===== src/rtl/console_pkg.sv =====
// Shared types and frame constants for the console UART bridge.
// Even parity is compiled in when CONSOLE_UART_PARITY_EN is defined.
package console_pkg;

  localparam int unsigned DataBits          = 8;
  localparam int unsigned FrameBitsNoParity = 10;
  localparam int unsigned FrameBitsParity   = 11;
  localparam int unsigned DefaultClksPerBit = 868;

`ifdef CONSOLE_UART_PARITY_EN
  localparam int unsigned FrameBits = FrameBitsParity;

  typedef enum logic [2:0] {
    TxIdle, TxStart, TxData, TxParity, TxStop
  } tx_state_e;

  typedef enum logic [2:0] {
    RxIdle, RxStart, RxData, RxParity, RxStop, RxWaitHigh
  } rx_state_e;
`else
  localparam int unsigned FrameBits = FrameBitsNoParity;

  typedef enum logic [2:0] {
    TxIdle, TxStart, TxData, TxStop
  } tx_state_e;

  typedef enum logic [2:0] {
    RxIdle, RxStart, RxData, RxStop, RxWaitHigh
  } rx_state_e;
`endif

endpackage


===== src/rtl/console_rx_fifo.sv =====
// Small byte FIFO between the UART receiver and CONSOLE_IN; head is read from the
// register array at the registered read pointer.
module console_rx_fifo #(
  parameter int unsigned DEPTH = 4
) (
  input  logic       clk,
  input  logic       rst_n,
  input  logic       push,
  input  logic [7:0] push_data,
  input  logic       pop,
  output logic [7:0] head,
  output logic       full,
  output logic       empty
);

  localparam int unsigned PtrW = $clog2(DEPTH);

  logic [7:0]      mem [DEPTH];
  logic [PtrW-1:0] wr_ptr, rd_ptr;
  logic [PtrW:0]   count;
  logic            do_push, do_pop;

  assign empty   = (count == '0);
  assign full    = (count == (PtrW+1)'(DEPTH));
  assign do_pop  = pop && !empty;
  // A pop in the same cycle frees the slot, so a full FIFO can still take a push.
  assign do_push = push && (!full || do_pop);
  assign head    = mem[rd_ptr];

  always_ff @(posedge clk or negedge rst_n) begin
    if (!rst_n) begin
      for (int i = 0; i < int'(DEPTH); i++) mem[i] <= 8'h00;
      wr_ptr <= '0;
      rd_ptr <= '0;
      count  <= '0;
    end else begin
      if (do_push) begin
        mem[wr_ptr] <= push_data;
        wr_ptr      <= wr_ptr + PtrW'(1);
      end
      if (do_pop) rd_ptr <= rd_ptr + PtrW'(1);
      count <= count + (PtrW+1)'(do_push) - (PtrW+1)'(do_pop);
    end
  end

endmodule


===== src/rtl/console_uart_bridge.sv =====
// UART endpoint for the Wrapper console: CONSOLE_OUT -> UART_TX, UART_RX -> FIFO -> CONSOLE_IN.
// Define CONSOLE_UART_PARITY_EN for an even parity bit in both directions.
module console_uart_bridge
  import console_pkg::*;
#(
  parameter int unsigned CLKS_PER_BIT  = DefaultClksPerBit,
  parameter int unsigned RX_FIFO_DEPTH = 4
) (
  input  logic       CLK,
  input  logic       RESETn,
  input  logic       UART_RX,
  output logic       UART_TX,
  input  logic [7:0] CONSOLE_OUT,
  input  logic       CONSOLE_OUT_valid,
  output logic       CONSOLE_OUT_ready,
  output logic [7:0] CONSOLE_IN,
  output logic       CONSOLE_IN_valid,
  input  logic       CONSOLE_IN_ack,
  output logic       RX_OVERRUN,
  output logic       RX_FRAME_ERR
);

  localparam int unsigned CntW   = $clog2(CLKS_PER_BIT);
  localparam logic [CntW-1:0] BitEnd  = CntW'(CLKS_PER_BIT - 1);
  localparam logic [CntW-1:0] HalfEnd = CntW'(CLKS_PER_BIT / 2 - 1);
  localparam logic [2:0]      LastBit = 3'(DataBits - 1);

  // ---------------- transmitter ----------------
  tx_state_e       tx_state, tx_state_nx;
  logic [CntW-1:0] tx_cnt, tx_cnt_nx;
  logic [2:0]      tx_bit, tx_bit_nx;
  logic [7:0]      tx_byte, tx_byte_nx;
  logic            tx_line, tx_line_nx;
  logic            tx_ready, tx_ready_nx;

  always_comb begin
    tx_state_nx = tx_state;
    tx_cnt_nx   = tx_cnt + CntW'(1);
    tx_bit_nx   = tx_bit;
    tx_byte_nx  = tx_byte;
    tx_line_nx  = tx_line;
    case (tx_state)
      TxIdle: begin
        tx_cnt_nx  = '0;
        tx_line_nx = 1'b1;
        if (CONSOLE_OUT_valid) begin
          tx_state_nx = TxStart;
          tx_byte_nx  = CONSOLE_OUT;
          tx_line_nx  = 1'b0;
        end
      end
      TxStart: begin
        if (tx_cnt == BitEnd) begin
          tx_cnt_nx   = '0;
          tx_bit_nx   = '0;
          tx_state_nx = TxData;
          tx_line_nx  = tx_byte[0];
        end
      end
      TxData: begin
        if (tx_cnt == BitEnd) begin
          tx_cnt_nx = '0;
          if (tx_bit == LastBit) begin
`ifdef CONSOLE_UART_PARITY_EN
            tx_state_nx = TxParity;
            tx_line_nx  = ^tx_byte;
`else
            tx_state_nx = TxStop;
            tx_line_nx  = 1'b1;
`endif
          end else begin
            tx_bit_nx  = tx_bit + 3'd1;
            tx_line_nx = tx_byte[tx_bit + 3'd1];
          end
        end
      end
`ifdef CONSOLE_UART_PARITY_EN
      TxParity: begin
        if (tx_cnt == BitEnd) begin
          tx_cnt_nx   = '0;
          tx_state_nx = TxStop;
          tx_line_nx  = 1'b1;
        end
      end
`endif
      TxStop: begin
        if (tx_cnt == BitEnd) begin
          tx_cnt_nx   = '0;
          tx_state_nx = TxIdle;
        end
      end
      default: begin
        tx_state_nx = TxIdle;
        tx_line_nx  = 1'b1;
      end
    endcase
    tx_ready_nx = (tx_state_nx == TxIdle);
  end

  always_ff @(posedge CLK or negedge RESETn) begin
    if (!RESETn) begin
      tx_state <= TxIdle;
      tx_cnt   <= '0;
      tx_bit   <= '0;
      tx_byte  <= 8'h00;
      tx_line  <= 1'b1;
      tx_ready <= 1'b1;
    end else begin
      tx_state <= tx_state_nx;
      tx_cnt   <= tx_cnt_nx;
      tx_bit   <= tx_bit_nx;
      tx_byte  <= tx_byte_nx;
      tx_line  <= tx_line_nx;
      tx_ready <= tx_ready_nx;
    end
  end

  assign UART_TX           = tx_line;
  assign CONSOLE_OUT_ready = tx_ready;

  // ---------------- receiver ----------------
  logic [1:0]      rx_sync;
  logic            rx_s;
  rx_state_e       rx_state, rx_state_nx;
  logic [CntW-1:0] rx_cnt, rx_cnt_nx;
  logic [2:0]      rx_bit, rx_bit_nx;
  logic [7:0]      rx_data, rx_data_nx;
  logic            rx_push, frame_set, par_bad;
  logic            fifo_full, fifo_empty, fifo_pop;
  logic            overrun, frame_err;

  assign rx_s = rx_sync[1];

`ifdef CONSOLE_UART_PARITY_EN
  logic rx_par_err, rx_par_err_nx;
  assign par_bad = rx_par_err;
`else
  assign par_bad = 1'b0;
`endif

  always_comb begin
    rx_state_nx = rx_state;
    rx_cnt_nx   = rx_cnt + CntW'(1);
    rx_bit_nx   = rx_bit;
    rx_data_nx  = rx_data;
    rx_push     = 1'b0;
    frame_set   = 1'b0;
`ifdef CONSOLE_UART_PARITY_EN
    rx_par_err_nx = rx_par_err;
`endif
    case (rx_state)
      RxIdle: begin
        rx_cnt_nx = '0;
        if (!rx_s) rx_state_nx = RxStart;
      end
      RxStart: begin
        // Re-check at mid start bit so short glitches are rejected.
        if (rx_cnt == HalfEnd) begin
          rx_cnt_nx   = '0;
          rx_bit_nx   = '0;
          rx_state_nx = rx_s ? RxIdle : RxData;
        end
      end
      RxData: begin
        if (rx_cnt == BitEnd) begin
          rx_cnt_nx  = '0;
          rx_data_nx = {rx_s, rx_data[7:1]};
          if (rx_bit == LastBit) begin
`ifdef CONSOLE_UART_PARITY_EN
            rx_state_nx = RxParity;
`else
            rx_state_nx = RxStop;
`endif
          end else begin
            rx_bit_nx = rx_bit + 3'd1;
          end
        end
      end
`ifdef CONSOLE_UART_PARITY_EN
      RxParity: begin
        if (rx_cnt == BitEnd) begin
          rx_cnt_nx     = '0;
          rx_par_err_nx = rx_s ^ (^rx_data);
          rx_state_nx   = RxStop;
        end
      end
`endif
      RxStop: begin
        if (rx_cnt == BitEnd) begin
          rx_cnt_nx = '0;
          if (!rx_s) begin
            frame_set   = 1'b1;
            rx_state_nx = RxWaitHigh;
          end else if (par_bad) begin
            frame_set   = 1'b1;
            rx_state_nx = RxIdle;
          end else begin
            rx_push     = 1'b1;
            rx_state_nx = RxIdle;
          end
        end
      end
      RxWaitHigh: begin
        rx_cnt_nx = '0;
        if (rx_s) rx_state_nx = RxIdle;
      end
      default: rx_state_nx = RxIdle;
    endcase
  end

  always_ff @(posedge CLK or negedge RESETn) begin
    if (!RESETn) begin
      rx_sync   <= 2'b11;
      rx_state  <= RxIdle;
      rx_cnt    <= '0;
      rx_bit    <= '0;
      rx_data   <= 8'h00;
      overrun   <= 1'b0;
      frame_err <= 1'b0;
`ifdef CONSOLE_UART_PARITY_EN
      rx_par_err <= 1'b0;
`endif
    end else begin
      rx_sync   <= {rx_sync[0], UART_RX};
      rx_state  <= rx_state_nx;
      rx_cnt    <= rx_cnt_nx;
      rx_bit    <= rx_bit_nx;
      rx_data   <= rx_data_nx;
      overrun   <= overrun | (rx_push && fifo_full && !fifo_pop);
      frame_err <= frame_err | frame_set;
`ifdef CONSOLE_UART_PARITY_EN
      rx_par_err <= rx_par_err_nx;
`endif
    end
  end

  assign fifo_pop = CONSOLE_IN_ack && !fifo_empty;

  console_rx_fifo #(
    .DEPTH(RX_FIFO_DEPTH)
  ) u_rx_fifo (
    .clk      (CLK),
    .rst_n    (RESETn),
    .push     (rx_push),
    .push_data(rx_data),
    .pop      (fifo_pop),
    .head     (CONSOLE_IN),
    .full     (fifo_full),
    .empty    (fifo_empty)
  );

  assign CONSOLE_IN_valid = !fifo_empty;
  assign RX_OVERRUN       = overrun;
  assign RX_FRAME_ERR     = frame_err;

endmodule


===== config.mk =====
export PLATFORM = sky130hd
export DESIGN_NAME = console_uart_bridge
export DESIGN_NICKNAME = d
export VERILOG_FILES = /design/src/rtl/console_pkg.sv /design/src/rtl/console_rx_fifo.sv /design/src/rtl/console_uart_bridge.sv
export SDC_FILE = /design/constraint.sdc
export NUM_CORES = 1
export LEC_CHECK = 0
export BUFFER_PORTS_ARGS = -buffer_cell sky130_fd_sc_hd__clkbuf_2
export CAP_MARGIN = 10
export CELL_PAD_IN_SITES_DETAIL_PLACEMENT = 1
export CELL_PAD_IN_SITES_GLOBAL_PLACEMENT = 2
export CORE_MARGIN = 3
export CORE_UTILIZATION = 25
export DETAILED_ROUTE_END_ITERATION = 10
export GPL_TIMING_DRIVEN = 0
export HOLD_SLACK_MARGIN = 0.02
export PLACE_DENSITY_LB_ADDON = 0.08
export SKIP_LAST_GASP = 1
export SLEW_MARGIN = 20
export SYNTH_ARGS = -nofsm -noshare
export SYNTH_HDL_FRONTEND = slang
export SYNTH_HIERARCHICAL = 1
export SYNTH_SLANG_ARGS = --single-unit

===== constraint.sdc =====
create_clock -name CLK -period 7.5 [get_ports CLK]
set_input_delay 0.75 -clock CLK [delete_from_list [all_inputs] [get_ports CLK]]
set_output_delay 0.75 -clock CLK [all_outputs]
set_load 0.01 [all_outputs]

After elaboration in Yosys (flattened, before gate mapping) --
Index checks and enable logic that the tools add are counted.
Word-level totals: ROM bits 0, output and inout port bits 13, memories 0, bits of input ports 13, word-level logic and storage cells 132, RAM bits 0, register bits 93, latch bits 0
Cells by class: shifts and indexed selects 0, multiply operators 0, bitwise gates (word level) 5, eq/ne operators 23, $add $sub $neg 8, muxes and demuxes 47, reduce and logical (&&, ||, !) cells 25, divide/modulo/power cells 0, $lt $le $gt $ge 4
Operators by type and width (number):
- 2-to-1 mux 3 bit | 18
- bitwise mux 32 bit | 1
- 2-to-1 mux 10 bit | 3
- case mux 10 bit (3 select lines) | 1
- 2-to-1 mux 8 bit | 3
- adder 10 x 1 -> 10 bit, second input constant | 2
- equality test 10 bit, second input constant | 2
- != test 2 bit, second input constant | 10
- case mux 10 bit (2 select lines) | 1
- binary-select mux 8 bit (select 2 bit) | 1
- demux 8 bit (select 2 bit) | 1
- case mux 3 bit (5 select lines) | 1
- equality test 3 x 2 -> 1 bit, second input constant | 4
- equality test 3 bit, second input constant | 4
- zero test 3 bit | 4
- case mux 3 bit (2 select lines) | 2
- case mux 3 bit (4 select lines) | 1
- 2-to-1 mux 1 bit | 11
- equality test 10 x 9 -> 1 bit, second input constant | 1
- AND reduction 4 bit | 2
- adder 3 x 1 -> 3 bit, second input constant | 2
- equality test 3 x 1 -> 1 bit, second input constant | 2
- greater-or-equal comparator 3 bit, second input constant | 2
- logical AND 1 bit | 6
- other kinds (19) | 27

Depth between registers and ports, before layout --
Gate-level depths: netlist of the first run.
word-level depth 8, mapped depth 10, gate-level depth less buffers 10

Cells and area by module --
The synthesis of the first run kept the hierarchy.
Modules (own cells, without submodules):
- console_uart_bridge | area an instance 2681.3 sq um, sequential area each 1356.3 sq um, times used 1, cells each 238
- console_rx_fifo | area an instance 1788.0 sq um, sequential area each 975.9 sq um, times used 1, cells each 112

Worst setup path before layout of the first run --
OpenSTA, ideal clock, no wires.
kind register -> register, start point reg rx_cnt[0], end point reg u_rx_fifo.count[2], data arrival time 2.710 ns, setup slack 4.667 ns, data required time 7.377 ns, path buffers 0, stages on the path, launching flop included 10, period minus slack after synthesis 2.833 ns, library setup time 0.123 ns, path through dfrtp_1 ha_1 and4bb_2 nand3_1 nor4_1 mux2i_1 ha_1 fa_1 xnor2_1 xnor2_1
On the way: cells in the longest elaborated chain, start to end 6
RTL lines:
- start: declaration | line console_uart_bridge.sv:125 | logic [CntW-1:0] rx_cnt, rx_cnt_nx;
- start signal: assignment | line console_uart_bridge.sv:226 | rx_cnt <= rx_cnt_nx;
- equality test 10 bit | line console_uart_bridge.sv:189 | if (rx_cnt == BitEnd) begin
- 2-to-1 mux 1 bit | line console_uart_bridge.sv:189
- 2-to-1 mux 1 bit | line console_uart_bridge.sv:151 | case (rx_state)
- net rx_push | line console_uart_bridge.sv:128 | logic rx_push, frame_set, par_bad;
- logical AND 1 bit | line console_rx_fifo.sv:27 | assign do_push = push && (!full || do_pop);
- adder 3 x 1 -> 3 bit | line console_rx_fifo.sv:42 | count <= count + (PtrW+1)'(do_push) - (PtrW+1)'(do_pop);
- subtractor 3 x 1 -> 3 bit | line console_rx_fifo.sv:42
- end signal: assignment | line console_rx_fifo.sv:42
- end: declaration | line console_rx_fifo.sv:20 | logic [PtrW:0] count;
The timed path passes the listed nets, and every way through them passes these cells. A chain may end at the register's enable or synchronous reset.

Worst setup path after layout of the first run --
Same ends and word-level chain as after synthesis.

==> out/results.txt, run 1 <==
Multi-input gate area -> 2032 µm²
Hold WS -> 0.3322 ns
Met3 GRT Util -> 0.02199
Leakage -> 2.324 nW
First-pass GRT wire length -> 16.14 mm
Dpl hpwl -> 6.453 mm
Total global-route track usage -> 0.1046
Initial core utilization -> 0.2566
Max Root-Sink Buffers -> 2
Chip Height -> 139.7 µm
FF+latch area -> 2332 µm²
Fmax -> 329.0 MHz
Synth Area in XOR/XNOR -> 0.04311
Die W -> 139.7 µm
Area Growth Syn to Fin -> 16.69%
Vias in the first global route -> 3031
Total grt overflow -> 0
Crit share post-route -> 0.4052
Post-Synth Simple-Gate Area -> 0.1394
Final Hold Viols -> 0
Setup slack after layout -> 4.461 ns
Pin count of the biggest net entering global routing -> 53
WP data arrival -> 3.31 ns
DP Worst Slack -> 4.031 ns
Clk_skew -> 0.007516 ns
Fillers -> 1930
Synth cell types -> 58
Layout Nets -> 413
Reg2Reg Depth -> 9
Worst Hold Class -> primary input to asynchronous set/reset pin
Post-Syn Area -> 4469 µm²
CP Max Fanout -> 8
WP data required -> 7.77 ns
# rows -> 48
Crit path time final -> 3.039 ns
Post-synth EDFFs -> 0
Inserted Diodes -> 0
CTS Buf Count -> 9
Grt met2 use -> 0.1611
Via count -> 2844
Worst-skew pair later-pin latency -> 0.35 ns
CP max stage cell -> nor4_2
Yosys top cell area share -> 0.4983
Port Buf Inserts -> 25
Htree depth -> 3
PostCTS Resize Cnt -> 0
Total power draw -> 1.187 mW
Die area -> 19520 µm²
Core Box Area -> 17420 µm²
Cts hold-fix bufs -> 0
Postcts setup bufs -> 0
Share of layout cells above drive strength 1 -> 0.3146
GR peak layer -> met2
RSZ-0062 raised after global routing -> false
Initial antenna violation count -> 0
Max-cap violations -> 0
Worst vdd ir -> 0.1071 mV
CP Buf/Inv Count -> 0
Seq/Total Area, Yosys -> 0.5218
Post-synth top area cell -> dfrtp_1
Synth warnings -> 6
Synth Area in Adders -> 0.04031
Main combinational cell family by area after synthesis -> multiplexers
CTS sink cnt -> 93
Critical Path Stages -> 9
Worst setup SP type -> flop
Top cells by area, synth -> dfrtp_1 (50%), mux2_2 (12%), mux4_2 (4.5%)
Slowest cell delay on critical path -> 0.61 ns
Syn Area/Cell -> 12.77 µm²
GPL Wtd Cong -> 0.7085
Fin. max-slew vios -> 0
Post-route DRC -> 0
Count leader, synth -> dfrtp_1
Synth Flop Type -> dfrtp_1
Top cell types by occurrence after synthesis -> dfrtp_1 (89), mux2_2 (47), nor2_1 (18), nor3_1 (16), nand2_1 (15)
Worst-Margin Slew -> 0.8295 ns
Clk pin slew, worst setup/hold paths -> 0.07 ns
TritonCTS clock tree -> built
Clock root cell -> clkbuf_16
DRT Pass-1 Iters -> 4
CP Capture Type -> flop
# IOs -> 26
Met1 Resource Use GR -> 0.1410
Ys async rst share -> 1.000
Worst-path cell chain -> ha_1, and4bb_2, nand3_1, nor4_2, mux2i_1, ha_1, fa_1, xnor2_1, xnor2_1
Pwr/cell area -> 227.7 nW/µm²
Final TNS setup -> 0 ns
Final setup viols -> 0
Total wire length -> 9.505 mm
Via density -> 4.617
Cell family with most CP delay -> simple AND/OR/NAND/NOR gates
Starting DRC count in detailed routing -> 77
Status -> completed
Wire per inst -> 15.43 µm
Mux cell area share after synthesis -> 0.1926
WS Path Type -> flop to flop
Syn_nets -> 376
Flops & latches, synth -> 93
Slew margin rel. -> 0.4470
Final ANT Viol Nets -> 0
Synth Area in Compound Gates -> 0.03695
Mapped Cells -> 350
-- worst reg2reg max path, stage by stage, from the launching register on --
cell,delay (ns)
dfrtp_1,0.45
ha_1,0.28
and4bb_2,0.32
nand3_1,0.20
nor4_2,0.61
mux2i_1,0.19
ha_1,0.24
fa_1,0.38
xnor2_1,0.17
xnor2_1,0.13
-- logic make-up after synthesis --
family	after synthesis
flip-flops	93
buffers and inverters	25
adder cells (fa/ha/maj)	14
XOR/XNOR	22
multiplexers	68
AO/OA/AOI/OAI	21
other	1
AND/OR/NAND/NOR	106
-- power breakdown --
group / switching (mW) / internal, mW
Combinational: 0.0837 / 0.0769
Clock: 0.207 / 0.260
Sequential: 0.0264 / 0.534
-- worst paths after layout --
path	to	start	slack, ns
worst max register to register	u_rx_fifo/count[2]$_DFF_PN0_	rx_cnt[0]$_DFF_PN0_	4.46
worst max-delay path	u_rx_fifo/count[2]$_DFF_PN0_	rx_cnt[0]$_DFF_PN0_	4.46
worst min-delay path	tx_cnt[7]$_DFF_PN0_	RESETn	0.33
min in group CLK	rx_sync[1]$_DFF_PN1_	rx_sync[0]$_DFF_PN1_	0.36
worst min register to register	rx_sync[1]$_DFF_PN1_	rx_sync[0]$_DFF_PN1_	0.36
max in group asynchronous	UART_TX$_DFFE_PN1P_	RESETn	6.55
-- per-stage QoR --
step           cell area, µm²  utilization  std cells
4_1_cts                  5209       0.2991        616
5_1_grt                  5215       0.2994        616
3_3_place_gp             4876       0.2800        600
2_1_floorplan            4469            -        350
3_5_place_dp             4912       0.2820        601
6_report                 5215       0.2994        616
-- cell usage in the layout (no fill, tap or decap), drive strengths merged, types with 3 or more instances in the layout --
master,Yosys,layout
ha,12,12
nor3,16,16
a41oi,3,3
nor2b,5,5
or3,3,3
clkbuf,5,39
a21oi,3,3
and3,3,3
xor2,8,8
inv,14,16
nor2,23,23
mux2i,8,8
xnor2,14,14
mux4,9,9
nand2,15,15
nand4,5,5
nor3b,5,5
or3b,3,3
buf,5,6
dfrtp,89,89
o21ai,3,3
dfstp,4,4
nand3,12,12
mux2,51,51
-- flip-flops by register name, indices dropped and copies added, names as in the netlist --
signal	cells
u_rx_fifo/count	3
u_rx_fifo/rd_ptr	2
u_rx_fifo/wr_ptr	2
tx_byte	8
RX_FRAME_ERR	1
tx_bit	3
CONSOLE_OUT_ready	1
UART_TX	1
rx_state	3
rx_bit	3
rx_data	8
u_rx_fifo/mem	32
rx_cnt	10
rx_sync	2
tx_cnt	10
RX_OVERRUN	1
tx_state	3
-- layer usage --
metal / vias up / part of all wire
met5: - / 0
met4: 0 / 0.023
met3: 12 / 0.026
met2: 29 / 0.48
met1: 1479 / 0.48
li1: 1324 / -
-- area by class of cell --
class / instances / share of cell area
Tap cell: 225 / 0.05398
Inverter: 15 / 0.01080
Timing Repair Buffer: 26 / 0.03095
Buffer: 10 / 0.01056
Clock buffer: 9 / 0.04319
Sequential cell: 93 / 0.4472
Multi-Input combinational cell: 232 / 0.3896
Clock inverter: 6 / 0.01368
Note: power is estimated with default switching activity, not from simulation.
==> run 2, diff against run 1 <==
- ABC_AREA: not set -> 1
- clock period: 7.5 -> 2.5 ns (I/O delays scaled with it)
==> run 2 against run 1 <==
Area after synthesis rose by 6.9%. Clock power grew to 3.3 times the previous value. First-iteration DRC count increased by 71%. Combinational power grew to 6.3 times the previous value. Maximum frequency is 30% higher. Register-to-register slack got worse by 4.3 ns. Global-route usage increased by 3.5 points. Critical path depth increased by 1. Die area increased by 6.6%. Critical path type unchanged. Critical endpoint is now u_rx_fifo/count[1]$_DFF_PN0_. Largest power group unchanged. Highest routed layer unchanged.
==> out/results.txt, run 2 <==
Status -> completed
Syn_nets -> 615 (+64%)
Synth warnings -> 6 (unchanged)
Total wire length -> 13.45 mm (+41%)
Commonest non-fill, non-tap cell in the layout -> nand2_1
DRT Pass-1 Iters -> 4 (unchanged)
CP Max Fanout -> 10 (+2)
Vias in the first global route -> 4381 (+45%)
Count leader, synth -> nand2_1
CTS sink cnt -> 93 (unchanged)
Layout Nets -> 662 (+60%)
Final Hold Viols -> 0 (unchanged)
Clock Power Share -> 0.363 (-0.030)
Worst-skew pair later-pin latency -> 0.35 ns (about the same)
Most frequent cells in the layout -> nand2_1 (179), dfrtp_1 (86), nor2_1 (59)
Pin count of the biggest net entering global routing -> 66 (+25%)
Total grt overflow -> 0 (unchanged)
Setup slack after layout -> 0.1588 ns (-4.302 ns)
Top cells by area, synth -> dfrtp_1 (47%), nand2_1 (14%), nor2_1 (4.6%)
Net Sw Frac -> 0.3151 (+0.04811)
Fmax -> 427.1 MHz (+30%)
Max Root-Sink Buffers -> 2 (unchanged)
Multi-input gate area -> 2145 µm² (+5.5%)
Top flop regs -> u_rx_fifo/mem: 32 flops, rx_cnt: 10 flops, tx_cnt: 10 flops
Pwr/cell area -> 738.7 nW/µm² (+220%)
Comb pwr share -> 0.241 (+0.106)
Post-route DRC -> 0 (unchanged)
Die area -> 20810 µm² (+6.6%)
Port Buf Inserts -> 25 (unchanged)
Top cell types by occurrence after synthesis -> nand2_1 (180), dfrtp_1 (89), nor2_1 (59), inv_1 (56), nand3_1 (39)
Sequential share of power -> 0.396 (-0.076)
Synth cell types -> 39 (-33%)
# IOs -> 26 (unchanged)
Initial core utilization -> 0.2598 (+0.003187)
Internal -> 2.883 mW (+230%)
WP data arrival -> 2.56 ns (-0.75 ns)
Clock root cell -> clkbuf_16
Worst-Margin Slew -> 0.5448 ns (-0.2847 ns)
RSZ-0062 raised after global routing -> false
Initial antenna violation count -> 0 (unchanged)
Chip Height -> 144.3 µm (+3.3%)
Via density -> 4.657 (+0.88%)
Core Box Area -> 18390 µm² (+5.6%)
Leakage -> 2.894 nW (+24%)
Clk_skew -> 0.007306 ns (-0.0002100 ns)
WS Path Type -> flop to flop
Worst vdd ir -> 0.2998 mV (+180%)
Fillers -> 2207 (+14%)
GPL Wtd Cong -> 0.7345 (+3.7%)
Post-synth top area cell -> dfrtp_1
# rows -> 49 (+2.1%)
Crit share post-route -> 0.9365 (+0.5313)
Flops & latches, synth -> 93 (unchanged)
CTS Buf Count -> 9 (unchanged)
Starting DRC count in detailed routing -> 132 (+71%)
DP Worst Slack -> -0.5261 ns (-4.557 ns)
Largest register FFs -> 32 (unchanged)
Hold WS -> 0.1018 ns (-0.2304 ns)
Most flop-heavy register -> u_rx_fifo/mem
TritonCTS clock tree -> built
Post-synth EDFFs -> 0 (unchanged)
Area Growth Syn to Fin -> 19.27%
FF+latch area -> 2336 µm² (+0.16%)
Inserted Diodes -> 0 (unchanged)
CP max stage cell -> dfrtp_2
Via count -> 4052 (+42%)
Htree depth -> 3 (unchanged)
Seq/Total Area, Yosys -> 0.4881 (-0.03375)
Slowest cell delay on critical path -> 0.42 ns (-0.19 ns)
Total power draw -> 4.210 mW (+250%)
WP data required -> 2.72 ns (-5.05 ns)
Mapped Cells -> 589 (+68%)
Slew margin rel. -> 0.6330 (+0.1859)
DP Area -> 5265 µm² (+7.2%)
Synth Flop Type -> dfrtp_1
Share of layout cells above drive strength 1 -> 0.1576 (-0.1570)
Final ANT Viol Nets -> 0 (unchanged)
Clk pin slew, worst setup/hold paths -> 0.07 ns (about the same)
Final setup viols -> 0 (unchanged)
Wire per inst -> 15.46 µm (+0.16%)
Dpl hpwl -> 9.584 mm (+49%)
Post-Syn Area -> 4778 µm² (+6.9%)
Die W -> 144.3 µm (+3.3%)
Fin area -> 5699 µm² (+9.3%)
CP Capture Type -> flop
Total global-route track usage -> 0.1400 (+0.03538)
Yosys top cell area share -> 0.4661 (-0.03223)
Worst-path cell chain -> ha_4, nand2_2, nor4_4, and3_4, buf_8, buf_12, nand3_2, nand2_1, ha_2, fa_2
R2R setup slack -> 0.16 ns (-4.30 ns)
First-pass GRT wire length -> 22.93 mm (+42%)
Fin. max-slew vios -> 0 (unchanged)
NetSw -> 1.327 mW (+320%)
Worst setup SP type -> flop
Worst Hold Class -> primary input to flop
Max-cap violations -> 0 (unchanged)
Crit path time final -> 2.341 ns (-0.6979 ns)
Syn Area/Cell -> 8.113 µm² (-36%)
Ys async rst share -> 1.000 (unchanged)
## run 2: cell types whose count changed after synthesis, moves of 28 or more
cell     previous run  this run
nand3_1            11        39
o21ai_0             3        32
nand4_1             5        35
inv_1              14        56
mux2_2             47         0
nand2_1            15       180
nor2_1             18        59
## run 2: final timing paths
path / startpoint / to / depth (start not counted)
worst max register to register: rx_cnt[0]$_DFF_PN0_ / u_rx_fifo/count[1]$_DFF_PN0_ / 10
worst min-delay path: CONSOLE_OUT[3] / tx_byte[3]$_DFFE_PN0P_ / 3
worst max-delay path: rx_cnt[0]$_DFF_PN0_ / u_rx_fifo/count[1]$_DFF_PN0_ / 10
max in group asynchronous: RESETn / CONSOLE_OUT_ready$_DFF_PN1_ / 3
min in group asynchronous: RESETn / u_rx_fifo/rd_ptr[1]$_DFFE_PN0N_ / 2
worst min register to register: rx_sync[0]$_DFF_PN1_ / rx_sync[1]$_DFF_PN1_ / 0
## run 2: worst max-delay path, delay by kind of cell (launching register included)
family	cells	cell delay, ns
simple gates	5	0.82
fa+ha+maj	3	0.75
flops	1	0.42
buf+inv	2	0.23
## run 2: repair_timing
item                                    4_1_cts  5_1_grt
pin swaps                                     2        3
setup buffers                                 4        4
hold buffers                                  2        0
gates resized for setup                       4        4
hold endpoints to repair                     27        0
endpoints found under the setup margin       25        2
cloned                                        0        0
## run 2: layout make-up
| class | count | area share |
|---|---|---|
| tap | 229 | 0.05027 |
| timing repair buffer | 36 | 0.04237 |
| inverter | 56 | 0.03688 |
| buffer | 19 | 0.02722 |
| clock inverter | 6 | 0.01515 |
| sequential | 93 | 0.4099 |
| multi-input combinational | 421 | 0.3763 |
| clock buffer | 10 | 0.04193 |
## run 2: kinds of logic (layout without fill, tap and decap cells)
kind of cell	Yosys count	count (layout)	synth area share
AO/OA/AOI/OAI	60	60	0.07358
flip-flops	93	93	0.4881
XOR/XNOR	5	5	0.009166
AND/OR/NAND/NOR	342	342	0.3210
buffers and inverters	75	127	0.07174
adder cells (fa/ha/maj)	13	13	0.03561
other	1	1	0.0007848
## run 2: routing by layer
metal	GRT usage	share of wire	wire [µm]	vias up
li1	-	-	-	2022
met5	0	0	0	-
met1	0.1944	0.51	6828	1994
met2	0.2246	0.46	6199	29
met4	0.05007	0.011	153	0
met3	0.01819	0.020	265	7
## run 2: power by group through the flow
stage / sequential, mW / clock (mW) / combinational (mW)
floorplan: 1.68 / 0 / 0.646
global placement: 1.70 / 0 / 1.00
detailed placement: 1.70 / 0 / 1.01
CTS: 1.67 / 1.59 / 1.02
global route: 1.68 / 1.64 / 1.15
finish: 1.67 / 1.53 / 1.01
## run 2: stage by stage
stage	util	setup TNS (ns)	instances
2_1_floorplan	-	-0.03041	589
5_1_grt	0.3099	0	870
4_1_cts	0.3073	0	866
3_5_place_dp	0.2863	-1.651	844
6_report	0.3099	0	870
3_3_place_gp	0.2843	-25.53	843
